**config.mk**
```make
export PLATFORM = sky130hd
export DESIGN_NAME = alu_issue_stage
export DESIGN_NICKNAME = d
export VERILOG_FILES = /design/src/rtl/alu_issue_stage.sv
export SDC_FILE = /design/constraint.sdc
export NUM_CORES = 1
export LEC_CHECK = 0
export BUFFER_PORTS_ARGS = -buffer_cell sky130_fd_sc_hd__buf_2
export CAP_MARGIN = 5
export CORE_ASPECT_RATIO = 0.8
export CORE_UTILIZATION = 25
export DETAILED_ROUTE_END_ITERATION = 16
export SYNTH_ARGS = -nofsm -noshare
export SYNTH_HDL_FRONTEND = slang
export SYNTH_SLANG_ARGS = --single-unit
```
**constraint.sdc**
```tcl
create_clock -name clk -period 4.6 [get_ports clk]
set_clock_uncertainty 0.05 [all_clocks]
set_input_delay 0.23 -clock clk [delete_from_list [all_inputs] [get_ports clk]]
set_output_delay 0.23 -clock clk [all_outputs]
set_load 0.005 [all_outputs]
```
**src/rtl/alu_issue_stage.sv**
```systemverilog
// alu_issue_stage
//   Operand-fetch, issue and writeback stage in front of an external 8-bit ALU.
//   Holds the register file (r0 reads as zero) and the Z/C flags. An accepted
//   instruction is latched into EX, which drives the ALU combinationally; the
//   ALU result is committed on the following edge. The in-flight EX result is
//   forwarded to the next instruction, so back-to-back issue never stalls.
//
// Ports
//   clk, rst                 clock, synchronous active-high reset
//   instr, instr_valid       instruction in: op[15:13] rd[12:10] ra[9:7]
//                            imm_en[6] rb[5:3] / imm[5:0]
//   instr_ready              stage accepts this cycle (= !hold)
//   hold                     freezes acceptance, EX and writeback
//   alu_a, alu_b, alu_op     EX latch, drives the ALU
//   alu_out, alu_zero,
//   alu_carry                ALU result
//   ret_valid, ret_rd,
//   ret_data                 registered one-cycle retire pulse and its payload
//   flag_z, flag_c           architectural flags
//   dbg_addr, dbg_data       combinational register-file read port
module alu_issue_stage #(
    parameter int DATA_W = 8,
    parameter int NREG   = 8
) (
    input  logic              clk,
    input  logic              rst,
    input  logic [15:0]       instr,
    input  logic              instr_valid,
    output logic              instr_ready,
    input  logic              hold,
    output logic [DATA_W-1:0] alu_a,
    output logic [DATA_W-1:0] alu_b,
    output logic [2:0]        alu_op,
    input  logic [DATA_W-1:0] alu_out,
    input  logic              alu_zero,
    input  logic              alu_carry,
    output logic              ret_valid,
    output logic [2:0]        ret_rd,
    output logic [DATA_W-1:0] ret_data,
    output logic              flag_z,
    output logic              flag_c,
    input  logic [2:0]        dbg_addr,
    output logic [DATA_W-1:0] dbg_data
);

    logic [DATA_W-1:0] rf [NREG];

    logic              ex_valid;
    logic [2:0]        ex_rd;

    logic [2:0]        f_rd, f_ra, f_rb, f_op;
    logic              f_imm_en;
    logic [DATA_W-1:0] f_imm;
    logic [DATA_W-1:0] src_a, src_b, nxt_b;
    logic              fire;

    assign f_op     = instr[15:13];
    assign f_rd     = instr[12:10];
    assign f_ra     = instr[9:7];
    assign f_imm_en = instr[6];
    assign f_rb     = instr[5:3];
    assign f_imm    = {{(DATA_W-6){1'b0}}, instr[5:0]};

    assign instr_ready = !hold;
    assign fire        = instr_valid && !hold;

    // Operand read with forwarding from the EX result. A nonzero match on
    // ex_rd implies ex_rd != 0, so r0 is never forwarded.
    always_comb begin
        src_a = '0;
        src_b = '0;
        if (f_ra != 3'd0)
            src_a = (ex_valid && ex_rd == f_ra) ? alu_out : rf[f_ra];
        if (f_rb != 3'd0)
            src_b = (ex_valid && ex_rd == f_rb) ? alu_out : rf[f_rb];
        nxt_b = f_imm_en ? f_imm : src_b;
    end

    assign dbg_data = (dbg_addr == 3'd0) ? '0 : rf[dbg_addr];

    always_ff @(posedge clk) begin
        if (rst) begin
            for (int unsigned i = 0; i < NREG; i++)
                rf[i] <= '0;
            ex_valid  <= 1'b0;
            ex_rd     <= '0;
            alu_a     <= '0;
            alu_b     <= '0;
            alu_op    <= '0;
            flag_z    <= 1'b0;
            flag_c    <= 1'b0;
            ret_valid <= 1'b0;
            ret_rd    <= '0;
            ret_data  <= '0;
        end else if (hold) begin
            ret_valid <= 1'b0;
        end else begin
            if (ex_valid) begin
                if (ex_rd != 3'd0)
                    rf[ex_rd] <= alu_out;
                flag_z    <= alu_zero;
                flag_c    <= alu_carry;
                ret_valid <= 1'b1;
                ret_rd    <= ex_rd;
                ret_data  <= alu_out;
            end else begin
                ret_valid <= 1'b0;
            end

            if (fire) begin
                ex_valid <= 1'b1;
                ex_rd    <= f_rd;
                alu_op   <= f_op;
                alu_a    <= src_a;
                alu_b    <= nxt_b;
            end else begin
                ex_valid <= 1'b0;
            end
        end
    end

endmodule

```
==> metrics.txt <==
outcome=finished, final reports clean; Core ar.=21700 µm²; register area share after synthesis=47.6%; Worst Setup End Kind=flip-flop; final hold slack=between 0.06 and 0.07 ns; CTS tree=yes; vias=~4500; Post-Syn Area=5590 µm²; met3 wire length=roughly 1900 µm; Placement Cell Area=6180 µm²; Worst Path Required=4.60 ns; Peak VDD IR=0.000199 V; synth cell count leaders=66 x nand2_1, 64 x edfxtp_1, 42 x mux2i_1; Top delay family on crit path=simple AND/OR/NAND/NOR gates; highest metal used=met4; setup total negative slack=0 ns; DRT Wirelength=17100 µm; Final Net Count=605; worst slew pin tran=approximately 0.93 ns; Area Overhead vs Synth=16.0%; GP Congestion=0.861; n_diodes=0; top_reg_cell synth=edfxtp_1; DR iter-0 viols=514; worst setup path class=flip-flop to flip-flop; site row count=between 40 and 50; post-DP HPWL=approximately 13000 µm; Post-synth EDFFs=64; via density per instance=5.16; vias in the first global route=4190; number of library cell types mapped by synthesis=36; Tcrit/Tclk final=48.8%; Layout fillers=2324; post-CTS setup repair buffer count=0; FMAX=446 MHz; final hold vios=0; IO buf count=74; CP max FO=15; DRT antenna net count=0; top cell type's share of synthesized area=34.4%; Avg Inst Size Synth=10.7 µm²; TritonCTS Sinks=about 100; Pleak=2.45 nW; global router's overall resource usage=around 15%; post-cts resize count=0; Sequential Area=about 2700 µm²; met2 wire len=~7400 µm; Slowest-stage cell, CP=dfxtp_1; pin count of the biggest net entering global routing=34; Die W=169 µm; area leader, netlist=edfxtp_1; die area=23000 µm²; CTS Buf Count=9; drt first pass iters=5; initial antenna violation count=0; first-pass GRT wire length=25400 µm; R2R Path End=rf[4][2]; Clk Latency, worst-skew pair=0.35 ns; Arr. time, crit path=2.24 ns; RSZ-0062 raised after global routing=no; final setup fails=0; Worst Setup EP=rf[4][2]; reg2reg path depth=3; RR Startpoint=ex_rd[2]; Longest Clk Path Bufs=2; CP max stage delay=0.69 ns; flops & latches, synth=a little over 100; hold_buf cts=0; Async SR Flop Fraction=0%; routed length per instance=19.5 µm; most common cell in the netlist=nand2_1; Layout Cells excl Fill=877; WP buf/inv=0; PD cells=324 nW/µm²; top cells by area, synth=edfxtp_1 34%, dfxtp_1 13%, mux4_2 10%; Root Buffer=clkbuf_16; multi-input logic area=2690 µm²; Yosys warning count=0; layout cells sized above 1=approximately 23%; min-delay worst type=input pin to flip-flop; Die Height=around 140 µm; CP startpoint kind=flip-flop; H-tree levels=3; hold depth=3; Worst slew margin=roughly 38%; total gr overflow=0; Final Cell Area=6490 µm²; WL met1=7550 µm; max-slew violations=0; Critical Path Start=ex_rd[2]; placed insts=861; Initial Util=between 20% and 30%; reg2reg setup slack=2.36 ns; clock period minus final worst setup slack=2.24 ns; register clock-pin slew on the reported worst setup and hold paths=roughly 0.070 ns; boundary pin count=75; Power, Total=0.00210 W; Synth Instances=521; max-cap violation count=0; Worst path depth=3; # DRC=0; worst-path cell chain=nand2b_1 > nor4_2 > or2_2
==> layout by cell type (no fill, tap or decap), types with 7 or more instances in the layout <==
master and count:
a21oi_1 32, a221oi_1 8, and2_1 28, buf_2 74, clkbuf_16 9, conb_1 8
dfxtp_1 37, edfxtp_1 64, inv_1 16, mux2i_1 42, mux4_2 26, nand2_1 66
nand2b_1 7, nand3_1 7, nor2_1 18, nor2b_1 10, nor3_1 25, nor4_1 7
o211ai_1 12, o21ai_0 17, o221ai_1 7, o22ai_1 12, or2_2 9
==> registers in the layout (all words and copies together) (netlist names) <==
register / count
rf: 64
alu_a: 8
alu_b: 8
ret_data: 8
alu_op: 3
ex_rd: 3
ret_rd: 3
ex_valid: 1
flag_c: 1
flag_z: 1
ret_valid: 1
==> metal layers <==
| layer | up-vias | global-route usage, % |
|---|---|---|
| li1 | 2022 | - |
| met1 | 2233 | 21.4 |
| met2 | 245 | 22.0 |
| met3 | 24 | 4.50 |
| met4 | 0 | 3.65 |
| met5 | - | 0 |
==> through the flow <==
step	utilization (%)	setup slack [ns]
after CTS	29.9	2.37
after floorplan	-	2.94
after global routing	29.9	2.17
final	29.9	2.36
after global placement	28.4	2.50
after detailed placement	28.4	2.42
==> where the power goes <==
group / total, W / internal [W] / switching (W)
clock network: 0.000800 / 0.000434 / 0.000366
registers: 0.00104 / 0.000998 / 0.0000389
logic: 0.000265 / 0.000112 / 0.000154
==> worst min-delay path by stage <==
stage	start	end
3_5_place_dp	alu_b[6]	alu_b[6]
6_report	alu_zero	flag_z
3_3_place_gp	ret_data[3]	ret_data[3]
2_1_floorplan	hold	ret_valid
4_1_cts	instr[10]	ex_rd[0]
5_1_grt	instr[13]	alu_op[0]
==> logic make-up after synthesis <==
group / after synthesis / share of synthesized area (%)
other: 1 / 0.0670
AO/OA/AOI/OAI: 91 / 10.0
AND/OR/NAND/NOR: 190 / 17.2
buffers and inverters: 60 / 4.83
multiplexers: 72 / 19.3
XOR/XNOR: 6 / 0.940
flip-flops: 101 / 47.6
==> final cells by class <==
type | count | share of cell area, %
Clock buffer | 10 | 3.53
Clock inverter | 6 | 1.29
Inverter | 16 | 0.925
Multi-Input combinational cell | 367 | 41.4
Sequential cell | 101 | 41.0
Tap cell | 300 | 5.78
Timing Repair Buffer | 77 | 6.05
==> worst min-delay path, cell delays in order <==
cell	delay (ns)
buf_2	0.09
nand2_1	0.05
a21oi_1	0.05
Power figures use the tool's default switching activity.
